File: src/rtl/vga_timing_pkg.sv
// Shared VGA raster timing constants (640x480@60 defaults) used by the sync
// generator and the draw_* renderers.
package vga_timing_pkg;

  localparam int unsigned DEF_POS_BIT   = 10;

  localparam int unsigned DEF_H_DISPLAY = 640;
  localparam int unsigned DEF_H_FRONT   = 16;
  localparam int unsigned DEF_H_SYNC    = 96;
  localparam int unsigned DEF_H_BACK    = 48;

  localparam int unsigned DEF_V_DISPLAY = 480;
  localparam int unsigned DEF_V_FRONT   = 10;
  localparam int unsigned DEF_V_SYNC    = 2;
  localparam int unsigned DEF_V_BACK    = 33;

  localparam logic        DEF_SYNC_POL  = 1'b0;

  // Full period of one axis: visible + front porch + sync + back porch.
  function automatic int unsigned axis_total(input int unsigned display,
                                             input int unsigned front,
                                             input int unsigned sync,
                                             input int unsigned back);
    return display + front + sync + back;
  endfunction

  localparam int unsigned DEF_H_TOTAL =
    axis_total(DEF_H_DISPLAY, DEF_H_FRONT, DEF_H_SYNC, DEF_H_BACK);
  localparam int unsigned DEF_V_TOTAL =
    axis_total(DEF_V_DISPLAY, DEF_V_FRONT, DEF_V_SYNC, DEF_V_BACK);

endpackage

File: src/rtl/vga_axis_counter.sv
// One raster axis: wrapping position counter plus decode of the next position
// into active-area and sync levels.
module vga_axis_counter
  import vga_timing_pkg::*;
#(
  parameter int unsigned BIT      = DEF_POS_BIT,
  parameter int unsigned DISPLAY  = DEF_H_DISPLAY,
  parameter int unsigned FRONT    = DEF_H_FRONT,
  parameter int unsigned SYNC     = DEF_H_SYNC,
  parameter int unsigned BACK     = DEF_H_BACK,
  parameter logic        SYNC_POL = DEF_SYNC_POL
) (
  input  logic           clk,
  input  logic           reset,
  input  logic           step,
  output logic [BIT-1:0] count,
  output logic           wrap_c,
  output logic           active_next_c,
  output logic           sync_next_c
);

  localparam int unsigned TOTAL = axis_total(DISPLAY, FRONT, SYNC, BACK);

  localparam logic [BIT-1:0] LAST       = BIT'(TOTAL - 1);
  localparam logic [BIT-1:0] DISP_END   = BIT'(DISPLAY);
  localparam logic [BIT-1:0] SYNC_FIRST = BIT'(DISPLAY + FRONT);
  localparam logic [BIT-1:0] SYNC_LAST  = BIT'(DISPLAY + FRONT + SYNC - 1);

  logic [BIT-1:0] next_count_c;

  // Next position; reset has priority so the decode below reflects (0) too.
  always_comb begin
    wrap_c       = step & (count == LAST);
    next_count_c = count;
    if (reset) begin
      next_count_c = '0;
    end else if (step) begin
      next_count_c = wrap_c ? '0 : count + BIT'(1);
    end
  end

  // Decode is taken from the next position so registered outputs line up
  // with the counter value they are loaded alongside.
  always_comb begin
    active_next_c = (next_count_c < DISP_END);
    sync_next_c   = ~SYNC_POL;
    if ((next_count_c >= SYNC_FIRST) && (next_count_c <= SYNC_LAST)) begin
      sync_next_c = SYNC_POL;
    end
  end

  always_ff @(posedge clk) begin
    if (reset) begin
      count <= '0;
    end else begin
      count <= next_count_c;
    end
  end

endmodule

File: src/rtl/vga_sync_gen.sv
// VGA raster timing generator: pixel position, hsync/vsync, blanking and
// line/frame start pulses. Define VGA_SYNC_FRAME_CNT_EN to add frame_cnt.
module vga_sync_gen
  import vga_timing_pkg::*;
#(
  parameter int unsigned BIT       = DEF_POS_BIT,
  parameter int unsigned H_DISPLAY = DEF_H_DISPLAY,
  parameter int unsigned H_FRONT   = DEF_H_FRONT,
  parameter int unsigned H_SYNC    = DEF_H_SYNC,
  parameter int unsigned H_BACK    = DEF_H_BACK,
  parameter int unsigned V_DISPLAY = DEF_V_DISPLAY,
  parameter int unsigned V_FRONT   = DEF_V_FRONT,
  parameter int unsigned V_SYNC    = DEF_V_SYNC,
  parameter int unsigned V_BACK    = DEF_V_BACK,
  parameter logic        SYNC_POL  = DEF_SYNC_POL
) (
  input  logic           clk,
  input  logic           reset,
  input  logic           ce,
  output logic [BIT-1:0] x_pos,
  output logic [BIT-1:0] y_pos,
  output logic           display_on,
  output logic           hsync,
  output logic           vsync,
  output logic           line_start,
  output logic           frame_start
`ifdef VGA_SYNC_FRAME_CNT_EN
  ,
  output logic [7:0]     frame_cnt
`endif
);

  localparam int unsigned H_TOTAL = axis_total(H_DISPLAY, H_FRONT, H_SYNC, H_BACK);
  localparam int unsigned V_TOTAL = axis_total(V_DISPLAY, V_FRONT, V_SYNC, V_BACK);

  logic h_wrap_c;
  logic h_active_next_c;
  logic h_sync_next_c;
  logic v_step_c;
  logic v_wrap_c;
  logic v_active_next_c;
  logic v_sync_next_c;

  assign v_step_c = ce & h_wrap_c;

  vga_axis_counter #(
    .BIT      (BIT),
    .DISPLAY  (H_DISPLAY),
    .FRONT    (H_FRONT),
    .SYNC     (H_SYNC),
    .BACK     (H_BACK),
    .SYNC_POL (SYNC_POL)
  ) u_h_axis (
    .clk           (clk),
    .reset         (reset),
    .step          (ce),
    .count         (x_pos),
    .wrap_c        (h_wrap_c),
    .active_next_c (h_active_next_c),
    .sync_next_c   (h_sync_next_c)
  );

  vga_axis_counter #(
    .BIT      (BIT),
    .DISPLAY  (V_DISPLAY),
    .FRONT    (V_FRONT),
    .SYNC     (V_SYNC),
    .BACK     (V_BACK),
    .SYNC_POL (SYNC_POL)
  ) u_v_axis (
    .clk           (clk),
    .reset         (reset),
    .step          (v_step_c),
    .count         (y_pos),
    .wrap_c        (v_wrap_c),
    .active_next_c (v_active_next_c),
    .sync_next_c   (v_sync_next_c)
  );

  // Level outputs track the counters with zero latency; pulses last one clk.
  always_ff @(posedge clk) begin
    if (reset) begin
      display_on  <= 1'b1;
      hsync       <= ~SYNC_POL;
      vsync       <= ~SYNC_POL;
      line_start  <= 1'b0;
      frame_start <= 1'b0;
    end else begin
      display_on  <= h_active_next_c & v_active_next_c;
      hsync       <= h_sync_next_c;
      vsync       <= v_sync_next_c;
      line_start  <= h_wrap_c;
      frame_start <= v_wrap_c;
    end
  end

`ifdef VGA_SYNC_FRAME_CNT_EN
  // Game-tick source: counts frames, wrapping at 256.
  always_ff @(posedge clk) begin
    if (reset) begin
      frame_cnt <= 8'd0;
    end else if (v_wrap_c) begin
      frame_cnt <= frame_cnt + 8'd1;
    end
  end
`endif

endmodule

File: config.mk
export PLATFORM = sky130hd
export DESIGN_NAME = vga_sync_gen
export DESIGN_NICKNAME = d
export VERILOG_FILES = /design/src/rtl/vga_timing_pkg.sv /design/src/rtl/vga_axis_counter.sv /design/src/rtl/vga_sync_gen.sv
export SDC_FILE = /design/constraint.sdc
export NUM_CORES = 1
export LEC_CHECK = 0
export CAP_MARGIN = 20
export CORE_ASPECT_RATIO = 0.75
export CORE_UTILIZATION = 39
export CTS_CLUSTER_DIAMETER = 200
export DETAILED_ROUTE_END_ITERATION = 16
export GPL_TIMING_DRIVEN = 0
export PLACE_DENSITY = 0.69
export SLEW_MARGIN = 20
export SYNTH_ARGS = -nofsm -noshare
export SYNTH_HDL_FRONTEND = slang
export SYNTH_SLANG_ARGS = --single-unit
File: constraint.sdc
create_clock -name clk -period 6.2 [get_ports clk]
set_input_delay 1.55 -clock clk [delete_from_list [all_inputs] [get_ports clk]]
set_output_delay 1.55 -clock clk [all_outputs]
set_load 0.005 [all_outputs]
# ---- Word level (Yosys, flattened, before mapping)
# Index checks and enable logic that the tools add are counted.
dict set report word_totals {
  register_bits 25
}
dict set report classes {
  n_addsub 2
  order_cmp 6
  eq_ne 2
  n_mux 8
  n_bitwise 4
  n_reduce_logical 2
}
# op n
set op_table {}
lappend op_table {{10-bit two-way mux} 6}
lappend op_table {{10-bit by 1-bit adder with 10-bit output, second input constant} 2}
lappend op_table {{10-bit equality test, second input constant} 2}
lappend op_table {{10-bit greater-or-equal comparator, second input constant} 1}
lappend op_table {{10-bit by 9-bit greater-or-equal comparator with 1-bit output, second input constant} 1}
lappend op_table {{10-bit less-or-equal comparator, second input constant} 1}
lappend op_table {{10-bit by 9-bit less-or-equal comparator with 1-bit output, second input constant} 1}
lappend op_table {{10-bit less-than comparator, second input constant} 1}
lappend op_table {{10-bit by 9-bit less-than comparator with 1-bit output, second input constant} 1}
lappend op_table {{1-bit AND} 4}
lappend op_table {{1-bit logical AND} 2}
lappend op_table {{1-bit two-way mux} 2}

# ---- Logic depth before layout (Yosys ltp)
dict set report logic_depth {
  depth_word 10
  ltp_mapped 8
}

# ---- Modules after synthesis
# From an unflattened synthesis, not the netlist that was laid out.
dict set report unflattened {
  cells_unflattened 148
  area_unflattened_um2 1308.8
}
# module instances cells_each area_per_inst_um2 seq_area_each_um2
set modules_own_cells {}
lappend modules_own_cells {{vga_axis_counter (u_h_axis)} 1 69 593.1 200.2}
lappend modules_own_cells {{vga_axis_counter (u_v_axis)} 1 68 576.8 200.2}
lappend modules_own_cells {vga_sync_gen 1 11 138.9 100.1}

# ---- Worst setup path before layout
# OpenSTA, ideal clock, no wires.
dict set report synth_timing {
  path_type {input to register}
  startpoint {in ce}
  endpoint {reg vsync}
  setup_time_ns 0.136
  arrival_ns 2.893
  required_time_ns 6.064
  setup_slack_ns 3.171
  stages 7
  path_buffers 2
  cell_sequence {buf_4 > and3_1 > buf_4 > nand4_4 > or4_4 > a21oi_2 > nand4b_1}
}
dict set report synth_between {
  elab_chain_len 9
}
# item line
set synth_lines {}
lappend synth_lines {{from (decl)} vga_sync_gen.sv:19} ;# input logic ce,
lappend synth_lines {{1-bit AND} vga_axis_counter.sv:33} ;# wrap_c = step & (count == LAST);
lappend synth_lines {{1-bit AND (*)} vga_sync_gen.sv:44} ;# assign v_step_c = ce & h_wrap_c;
lappend synth_lines {{1-bit AND} vga_axis_counter.sv:33}
lappend synth_lines {{10-bit two-way mux} vga_axis_counter.sv:38} ;# next_count_c = wrap_c ? '0 : count + BIT'(1);
lappend synth_lines {{10-bit two-way mux (*)} vga_axis_counter.sv:37} ;# end else if (step) begin
lappend synth_lines {{10-bit two-way mux (*)} vga_axis_counter.sv:35} ;# if (reset) begin
lappend synth_lines {{10-bit by 9-bit greater-or-equal comparator with 1-bit output / 10-bit by 9-bit less-or-equal comparator with 1-bit output (equally long branches)} vga_axis_counter.sv:47} ;# if ((next_count_c >= SYNC_FIRST) && (next_count_c <= SYNC_LAST)) begin
lappend synth_lines {{1-bit logical AND (*)} vga_axis_counter.sv:47}
lappend synth_lines {{1-bit two-way mux (*)} vga_axis_counter.sv:47}
lappend synth_lines {{to (signal assigned)} vga_sync_gen.sv:85} ;# vsync <= ~SYNC_POL;
lappend synth_lines {{to (signal assigned)} vga_sync_gen.sv:91} ;# vsync <= v_sync_next_c;
lappend synth_lines {{to (decl)} vga_sync_gen.sv:24} ;# output logic vsync,
# Mark *: on every way between the ends. The rest lies on a longest branch, timed or not.
# A chain may end at the register's enable or synchronous reset.

# ---- Final worst setup path
dict set report layout_timing {
  startpoint {in reset}
  endpoint {reg hsync}
}
dict set report layout_between {
  elab_chain_len 4
}
# item line
set layout_lines {}
lappend layout_lines {{from (decl)} vga_sync_gen.sv:18} ;# input logic reset,
lappend layout_lines {{10-bit two-way mux} vga_axis_counter.sv:35}
lappend layout_lines {{10-bit greater-or-equal comparator / 10-bit less-or-equal comparator (equally long branches)} vga_axis_counter.sv:47}
lappend layout_lines {{1-bit logical AND} vga_axis_counter.sv:47}
lappend layout_lines {{1-bit two-way mux} vga_axis_counter.sv:47}
lappend layout_lines {{to (signal assigned)} vga_sync_gen.sv:84} ;# hsync <= ~SYNC_POL;
lappend layout_lines {{to (signal assigned)} vga_sync_gen.sv:90} ;# hsync <= h_sync_next_c;
lappend layout_lines {{to (decl)} vga_sync_gen.sv:23} ;# output logic hsync,
# Several ways; a longest one is shown, not always the timed one.

==> impl_metrics.tcl <==
set metrics [dict create \
    crit_chain "clkdlybuf4s50_1 -> clkbuf_1 -> a41oi_1 -> o21ai_0 -> nor3_1 -> o311ai_0" \
    fillerInstances 314 \
    maxCapViolCount 0 \
    p_int_w 0.000213 \
    worst_path_max_delay_cell "clkdlybuf4s50_1" \
    combPwrFrac 0.042 \
    fp-row-count 18 \
    initial_utilization 0.419 \
    seq_power_share 0.603 \
    ctsResizeCount 0 \
    met1_usage 0.290 \
    hold_viol_final 0 \
    switchingPower_w 0.0000572 \
    synth_warnings 0 \
    synth_area_per_cell_sq_um 9.07 \
    viasPerCell 5.85 \
    async_reset_ff_frac 0 \
    path_max_fanout 10 \
    cts_hold_buf 0 \
    antennaDiodeCount 0 \
    status "finished clean" \
    coreArea_sq_um 3380 \
    syn-cell-area_sq_um 1420 \
    crit_path_start_kind "input port" \
    cts-root-buf "clkbuf_8" \
    p_clk_frac 0.355 \
    ios 28 \
    die_width_um 71.6 \
    grt_setup_unrepaired "false" \
    syn_inst 156 \
    worstSkewPairLatency_ns 0.27 \
    cts_setup_buffers 0 \
    hpwl_mm 2.65 \
    synth_top_area_frac 0.354 \
    synth_fp_nets 162 \
    cpPeakStageDelay_ns 0.44 \
    power_per_cell_area_nw_per_um2 152 \
    register_area_sq_um 500 \
    yosysSeqAreaShare 0.354 \
    yosys.area.top_type "dfxtp_1" \
    synth_seq_cells 25 \
    portBuffers 26 \
    drive_gt1_frac 0.129 \
    nets 193 \
    vias 1322 \
    grt_pass1_vias 1145 \
    die-area_sq_um 3880 \
    drtAntennaViolNets 0 \
    critPathKind "in2reg" \
    clockBufferDepth 2 \
    peakVddDrop_uv 107 \
    hold_path.class "reg2reg" \
    crit_buf_inv 2 \
    endpoint_kind "flip-flop" \
    cts_sinks 25 \
    grt_pass1_wl_mm 5.80 \
    area_delta_synth_final_pct 25.1 \
    post-route-period-util 0.530 \
    slew_viol_final 0 \
    final.min_clock_period_ns 3.29 \
    numCtsBuffers 3 \
    tightest_slew_ns 0.467 \
    overflow 0 \
    total_power_w 0.000270 \
    synth-edff-count 0 \
    synth_ff_type "dfxtp_1" \
    drc 0 \
    busiest_layer "met2" \
    fin_skew_ns 0.00868 \
    wl_per_cell_um 15.2 \
    p_sw_frac 0.212 \
    leakage_nw 0.603 \
    path_delay_family "compound AO/OA/AOI/OAI gates" \
    grt_max_degree 14 \
    synth_commonest_cells "dfxtp_1 (25), nor2_1 (13), nor3_1 (10)" \
    arrival_ns 3.42 \
    r2r_setup_slack_ns 4.01 \
    grt.total_usage 0.197 \
    fmax_mhz 304 \
    routabilityCongestion 0.864 \
    synthTopCellsByArea "dfxtp_1 (35%), xnor2_1 (4.3%), nor3_1 (3.5%)" \
    met3_usage 0.0468 \
    grt_antenna_before_repair 0 \
    setup_viol_count_final 0 \
    multiInputGateArea_sq_um 835 \
    cp.required_ns 6.33 \
    max_slew_margin 0.688 \
    tns_ns 0 \
    met2_usage 0.297 \
    synth.distinct_cells 48 \
    drt_iter0_drc 95 \
    hold_ws_ns 0.493 \
    yosysMostFrequentCell "dfxtp_1" \
    cts_tree "built" \
    die_h_um 54.2 \
    cts.htree.levels 1 \
    drtPass1Iterations 5 \
    clk_pin_slew_ns 0.09 \
    finalWirelength_mm 3.43 \
]
## per-layer routing
layer | part of all wire | routed length (um)
met5 | 0 | 0
met4 | 0.0079 | 27
met1 | 0.48 | 1640
met3 | 0.072 | 247
met2 | 0.44 | 1520
## sequential cells by signal, indices dropped and copies added (netlist names)
register and flops:
u_h_axis.count 10, frame_start 1, display_on 1, vsync 1, u_v_axis.count 10, line_start 1, hsync 1
## power by group through the flow
stage / sequential, W / clock (W) / combinational [W]
after floorplan: 0.000167 / 0 / 0.00000621
after global placement: 0.000167 / 0 / 0.0000112
after detailed placement: 0.000167 / 0 / 0.0000114
after CTS: 0.000163 / 0.0000984 / 0.0000115
after global routing: 0.000163 / 0.000104 / 0.0000126
final: 0.000163 / 0.0000957 / 0.0000114
## cell usage in the layout, fill, tap and decap left out, types with 2 or more instances in the layout
master,netlist,routed
nand3_1,7,7
a41oi_1,3,3
buf_4,3,3
nand4b_1,2,2
a221oi_1,2,2
clkbuf_1,2,3
inv_1,6,6
nand4_1,7,7
clkbuf_8,0,3
a21oi_2,3,3
xor2_1,3,3
nor2b_1,2,2
ha_1,3,3
o21ai_0,2,2
nand2_1,9,9
a31oi_1,2,2
and4_1,3,3
dfxtp_1,25,25
o31ai_1,2,2
xnor2_1,7,7
buf_6,2,2
and2_1,4,4
o21a_1,3,3
a21oi_1,5,5
nand3b_1,2,2
clkdlybuf4s50_1,0,26
nor2_1,13,13
nor3_1,10,10
or4_4,3,3
## path summary, 6_finish.rpt
path,to,from,cells after the start
setup / recovery,hsync,reset,6
hold reg to reg,u_h_axis.count[0],u_h_axis.count[0],2
setup reg to reg,hsync,u_h_axis.count[0],7
hold / removal,u_h_axis.count[0],u_h_axis.count[0],2
## stage by stage
step | cell area, sq um | std cells | worst slack (ns) | util
after CTS | 1770 | 226 | 2.99 | 0.524
after global placement | 1730 | 222 | 2.71 | 0.511
after global routing | 1770 | 226 | 2.85 | 0.524
after detailed placement | 1730 | 222 | 2.71 | 0.511
after floorplan | 1420 | 156 | 3.17 | -
final | 1770 | 226 | 2.91 | 0.524
## final cells by class
type,count,area share
multi-input combinational,117,0.471
sequential,25,0.283
timing repair buffer,26,0.147
buffer,8,0.0325
tap,40,0.0283
clock buffer,4,0.0254
inverter,6,0.0127
## kinds of logic (layout without fill, tap and decap cells)
group | count (synthesis) | in the layout | synth area share
simple gates | 72 | 72 | 0.319
xor+xnor | 10 | 10 | 0.0619
fa+ha+maj | 3 | 3 | 0.0265
compound gates | 32 | 32 | 0.182
buf+inv | 14 | 44 | 0.0566
flops | 25 | 25 | 0.354
## worst min-delay path: cells and delay by family, from the launching register on
family           cells  cell delay [ns]
flip-flops           1             0.34
AND/OR/NAND/NOR      2             0.11
No activity file was read; power rests on OpenSTA's default activity.
